==> src/rtl/xc_sha3_defs.sv <==
// Shared definitions for the SHA3 lane-index decode path: lane count, FSM states, row width.
package xc_sha3_defs;

  localparam int LANES = 25;

  localparam logic [4:0] ROW_W = 5'd5;

  typedef enum logic [1:0] {
    IDLE = 2'd0,
    DIV  = 2'd1,
    PINV = 2'd2,
    DONE = 2'd3
  } state_t;

endpackage

==> src/rtl/xc_sha3_mod5.sv <==
// Combinational mod-5 reduction for inputs 0..16 using compare/subtract, no divider.
module xc_sha3_mod5 (
  input  logic [4:0] val,
  output logic [2:0] res
);

  logic [4:0] red;

  always_comb begin
    red = val;
    if (val >= 5'd15)      red = val - 5'd15;
    else if (val >= 5'd10) red = val - 5'd10;
    else if (val >= 5'd5)  red = val - 5'd5;
    res = red[2:0];
  end

endmodule

==> src/rtl/xc_sha3_idx_decode.sv <==
// Recovers Keccak lane coordinates (x, y) from a scaled lane address, optionally undoing pi.
module xc_sha3_idx_decode
  import xc_sha3_defs::*;
#(
  parameter int LANES_P = LANES
) (
  input  logic        clock,
  input  logic        reset,
  input  logic        req_valid,
  output logic        req_ready,
  input  logic [31:0] addr,
  input  logic [1:0]  shamt,
  input  logic        f_pinv,
  output logic        rsp_valid,
  input  logic        rsp_ready,
  output logic [4:0]  x,
  output logic [4:0]  y,
  output logic        err
);

  state_t     state, state_next;
  logic [4:0] rem, rem_next;
  logic [2:0] ycnt, ycnt_next;
  logic [4:0] x_q, x_next;
  logic [4:0] y_q, y_next;
  logic       err_q, err_next;
  logic       pinv_q, pinv_next;

  logic [31:0] idx;
  logic [31:0] low_mask;
  logic        misaligned;
  logic        out_of_range;
  logic [4:0]  pinv_sum;
  logic [2:0]  pinv_mod;

  assign idx          = addr >> shamt;
  assign low_mask     = (32'h1 << shamt) - 32'h1;
  assign misaligned   = (addr & low_mask) != 32'h0;
  assign out_of_range = idx >= 32'(LANES_P);

  // Inverse pi: x' = (x + 3y) mod 5, sum never exceeds 16.
  assign pinv_sum = x_q + (y_q << 1) + y_q;

  xc_sha3_mod5 u_mod5 (
    .val (pinv_sum),
    .res (pinv_mod)
  );

  assign req_ready = (state == IDLE) && !reset;
  assign rsp_valid = (state == DONE);
  assign x         = x_q;
  assign y         = y_q;
  assign err       = err_q;

  always_ff @(posedge clock or posedge reset) begin
    if (reset) begin
      state  <= IDLE;
      rem    <= 5'd0;
      ycnt   <= 3'd0;
      x_q    <= 5'd0;
      y_q    <= 5'd0;
      err_q  <= 1'b0;
      pinv_q <= 1'b0;
    end else begin
      state  <= state_next;
      rem    <= rem_next;
      ycnt   <= ycnt_next;
      x_q    <= x_next;
      y_q    <= y_next;
      err_q  <= err_next;
      pinv_q <= pinv_next;
    end
  end

  always_comb begin
    state_next = state;
    rem_next   = rem;
    ycnt_next  = ycnt;
    x_next     = x_q;
    y_next     = y_q;
    err_next   = err_q;
    pinv_next  = pinv_q;

    case (state)
      IDLE: begin
        if (req_valid) begin
          ycnt_next = 3'd0;
          pinv_next = f_pinv;
          if (misaligned || out_of_range) begin
            err_next   = 1'b1;
            x_next     = 5'd0;
            y_next     = 5'd0;
            state_next = DONE;
          end else begin
            err_next   = 1'b0;
            rem_next   = idx[4:0];
            state_next = DIV;
          end
        end
      end
      DIV: begin
        // Repeated subtraction: ycnt ends as idx/5, rem as idx%5.
        if (rem >= ROW_W) begin
          rem_next  = rem - ROW_W;
          ycnt_next = ycnt + 3'd1;
        end else begin
          x_next     = rem;
          y_next     = {2'b00, ycnt};
          state_next = pinv_q ? PINV : DONE;
        end
      end
      PINV: begin
        x_next     = {2'b00, pinv_mod};
        y_next     = x_q;
        state_next = DONE;
      end
      DONE: begin
        if (rsp_ready) state_next = IDLE;
      end
      default: state_next = IDLE;
    endcase
  end

endmodule

==> config.mk <==
export PLATFORM = sky130hd
export DESIGN_NAME = xc_sha3_idx_decode
export DESIGN_NICKNAME = d
export VERILOG_FILES = /design/src/rtl/xc_sha3_defs.sv /design/src/rtl/xc_sha3_mod5.sv /design/src/rtl/xc_sha3_idx_decode.sv
export SDC_FILE = /design/constraint.sdc
export NUM_CORES = 1
export LEC_CHECK = 0
export BUFFER_PORTS_ARGS = -buffer_cell sky130_fd_sc_hd__buf_2
export CAP_MARGIN = 5
export CORE_MARGIN = 2
export CORE_UTILIZATION = 35
export CTS_CLUSTER_DIAMETER = 100
export DETAILED_ROUTE_END_ITERATION = 10
export PLACE_DENSITY_LB_ADDON = 0.05
export SETUP_SLACK_MARGIN = 0.05
export SLEW_MARGIN = 20
export SYNTH_ARGS = -nofsm -noshare
export SYNTH_HDL_FRONTEND = slang
export SYNTH_SLANG_ARGS = --single-unit
==> constraint.sdc <==
create_clock -name clock -period 4.8 [get_ports clock]
set_clock_uncertainty 0.1 [all_clocks]
set_input_delay 0.24 -clock clock [delete_from_list [all_inputs] [get_ports clock]]
set_output_delay 0.24 -clock clock [all_outputs]
set_load 0.02 [all_outputs]
==> Implementation_results.wiki <==
{| class="wikitable"
! Metric !! Value
|-
| Status || complete, no violations
|-
| Min-delay worst type || primary input to asynchronous set/reset pin
|-
| Number of instances in the synthesized netlist || 237
|-
| Post-route fraction of the period consumed by the critical path || 69.1%
|-
| Number of clock buffers inserted by TritonCTS || 3
|-
| Critical path cell sequence || fa_1 -> ha_1 -> fa_1 -> ha_1 -> a21oi_1 -> nand3_1 -> and2_1 -> nor4_1 -> o31ai_1 -> mux2_1
|-
| Shortest period the worst path allows || 3.32 ns
|-
| Sinks on the clock net || 22
|-
| Number of gates on the worst path with buffers counted || 10
|-
| Final instance count without filler cells || 359
|-
| Wire length per cell after detailed routing || 13.7 um
|-
| Count of different cell masters after synthesis || 59
|-
| Area Growth Syn to Fin || 17.7%
|-
| Post-synthesis cell area || 2170 um^2
|-
| Initial antenna violation count || 0
|-
| Post-CTS Repair Setup Buffers || 0
|-
| Row count || 28
|-
| Worst setup path start || y[1]
|-
| DIE AREA || 6830 um^2
|-
| Multi-input combinational cell area || 1510 um^2
|-
| Final std cell area, no fill || 2550 um^2
|-
| Via count of the first global-routing pass || 1806
|-
| Setup violators final || 0
|-
| Most numerous cell in the Yosys netlist || sky130_fd_sc_hd__dfrtp_1
|-
| Minimum setup slack among reg-to-reg paths || 1.48 ns
|-
| Overall die height || 82.7 um
|-
| Number of search-and-repair iterations in the first detailed-routing pass || 4
|-
| Nets@finish || 349
|-
| Worst Path Arrival || 3.36 ns
|-
| Synthesis Warnings || 0
|-
| Top area cells in the synthesized netlist || sky130_fd_sc_hd__dfrtp_1 (25%), sky130_fd_sc_hd__ha_1 (12%), sky130_fd_sc_hd__mux2i_1 (4.6%), sky130_fd_sc_hd__a21oi_1 (4.2%), sky130_fd_sc_hd__fa_1 (3.7%)
|-
| Share of cells above drive strength 1 || 26.1%
|-
| Yosys top cell by area || sky130_fd_sc_hd__dfrtp_1
|-
| Clock root buffer || sky130_fd_sc_hd__clkbuf_8
|-
| Most frequent cells after synthesis || sky130_fd_sc_hd__dfrtp_1 (22), sky130_fd_sc_hd__ha_1 (21), sky130_fd_sc_hd__a21oi_1 (18), sky130_fd_sc_hd__inv_1 (17)
|-
| Worst-margin pin slew || 0.888 ns
|-
| Final worst slack || 1.48 ns
|-
| Worst path buffer plus inverter count || 0
|-
| Share of Yosys cell area claimed by the top area cell type || 25.4%
|-
| Number of hold violations in the final report || 0
|-
| Later-pin clock latency in the skew report || 0.26 ns
|-
| Capturing element type of the critical path || register
|-
| Maximum fanout along the worst path || 8
|-
| Post-CTS Resized || 0
|-
| Share of synthesized area occupied by flip-flops and latches || 25.4%
|-
| Detailed-route DRC error count || 0
|-
| I/O Pins || 52
|-
| Worst ir drop on vdd || 0.000291 V
|-
| Power density over cell area || 536 nW/um^2
|-
| Wire length of the first global-routing pass || 8260 um
|-
| Reg-to-Reg Start || y[1]
|-
| Proportion of register bits with asynchronous set or reset after synthesis || 100%
|-
| Post-Synthesis Net Count || 301
|-
| Overall global routing resource usage || 15.5%
|-
| RePlAce Congestion || 0.732
|-
| # H-tree levels || 1
|-
| Via count normalized by instance count || 5.21
|-
| Overflow after GRT || 0
|-
| Leakage dissipation || 1.25 nW
|-
| Pin count of the biggest net entering global routing || 23
|-
| Starting density of the core || 36.4%
|-
| Number of diodes || 0
|-
| Flip-flop cell with the highest count after synthesis || sky130_fd_sc_hd__dfrtp_1
|-
| Flip-flop and latch count after synthesis || 22
|-
| Core Area || 5960 um^2
|-
| Slowest-stage cell, CP || sky130_fd_sc_hd__fa_1
|-
| Setup repair after global routing missed its margin || false
|-
| HPWL Detailed || 3960 um
|-
| Initial DRC count || 50
|-
| Overall die width || 82.7 um
|-
| Clock tree from TritonCTS || done
|-
| Port-buffer cells || 51
|-
| R2r worst-path depth || 10
|-
| Max Root-Sink Buffers || 2
|-
| Wire length after detailed routing || 4930 um
|-
| Cts hold-fix bufs || 0
|-
| Detailed-route via count || 1871
|-
| Start-to-end type of the worst setup path || register to register
|-
| Antenna-violating nets left || 0
|-
| Family with the most delay on the worst path || adder cells
|-
| Storage element area || 551 um^2
|-
| Required time worst endpoint || 4.84 ns
|-
| Setup WS pre-CTS || 1.52 ns
|-
| Count of final max-slew check failures || 0
|-
| Accumulated negative setup slack || 0 ns
|-
| FILL cells || 604
|-
| Max stage delay on crit path || 0.58 ns
|-
| Number of maximum-capacitance constraint violations || 0
|-
| Max Fclk || 302 MHz
|-
| Startpoint kind of the worst setup timing path || register
|-
| Placed cell area || 2480 um^2
|-
| Synthesized area per cell || 9.14 um^2
|-
| Headroom to the max-slew limit || 40.7%
|-
| Placed insts || 355
|-
| Clock-pin transition on the worst setup and hold timing paths || 0.09 ns
|-
| Number of synthesized flops with an enable pin || 0
|}
## power by group
part / internal (mW) / switching (mW)
Clock: 0.111 / 0.0623
Sequential: 0.252 / 0.0763
Combinational: 0.353 / 0.512
## path summary, 6_finish.rpt
kind | to
worst max register to register | x[0]
max in group asynchronous | rem[0]
worst min-delay path | err
worst max-delay path | x[0]
worst min register to register | err
min in group clock | pinv_q
## logic make-up (layout without fill, tap and decap cells)
kind of cell / Yosys count / count (layout) / share of synthesized area (%)
mux: 18 / 18 / 9.99
buf+inv: 25 / 72 / 4.68
compound gates: 62 / 62 / 19.9
simple gates: 78 / 78 / 20.7
xor+xnor: 7 / 7 / 3.52
flops: 22 / 22 / 25.4
fa+ha+maj: 25 / 25 / 15.8
## through the flow
stage          hold slack (ns)  total power [mW]  util, %
2_1_floorplan            0.129             0.985        -
3_3_place_gp             0.378              1.21     41.6
3_5_place_dp             0.376              1.21     41.6
4_1_cts                 0.0925              1.39     42.8
5_1_grt                  0.104              1.54     42.8
6_report                0.0617              1.37     42.8
## layout make-up
cell class                 instances  share of cell area [%]
timing repair buffer              51                    10.0
tap                               75                    3.68
sequential                        22                    21.6
inverter                          17                    2.50
multi-input combinational        190                    59.4
clock inverter                     1                    1.18
clock buffer                       3                    1.62
## layout by cell type (no fill, tap or decap), types with 4 or more instances in the layout
| cell type | count |
|---|---|
| sky130_fd_sc_hd__fa_1 | 4 |
| sky130_fd_sc_hd__nand3_1 | 7 |
| sky130_fd_sc_hd__mux2i_1 | 10 |
| sky130_fd_sc_hd__xnor2_1 | 5 |
| sky130_fd_sc_hd__mux2_1 | 4 |
| sky130_fd_sc_hd__o21ai_0 | 7 |
| sky130_fd_sc_hd__dfrtp_1 | 22 |
| sky130_fd_sc_hd__nor4_1 | 6 |
| sky130_fd_sc_hd__o31ai_1 | 6 |
| sky130_fd_sc_hd__buf_2 | 51 |
| sky130_fd_sc_hd__nand2_1 | 15 |
| sky130_fd_sc_hd__a21oi_1 | 18 |
| sky130_fd_sc_hd__ha_1 | 21 |
| sky130_fd_sc_hd__a21o_1 | 5 |
| sky130_fd_sc_hd__nor2_1 | 15 |
| sky130_fd_sc_hd__and2_1 | 5 |
| sky130_fd_sc_hd__nor3_1 | 7 |
| sky130_fd_sc_hd__inv_1 | 17 |
## state kept, by name, summed over array words and instances, names as in the netlist
name and cells:
y 5, pinv_q 1, err 1, state 2, rem 5, x 5, ycnt 3
## per-layer routing
layer  GRT usage (%)  wire length (um)  vias up
li1                -                 -      968
met1            20.8              2360      852
met2            26.9              2280       49
met3            1.74               246        2
met4            3.44                42        0
met5               0                 0        -
Power figures use the tool's default switching activity.
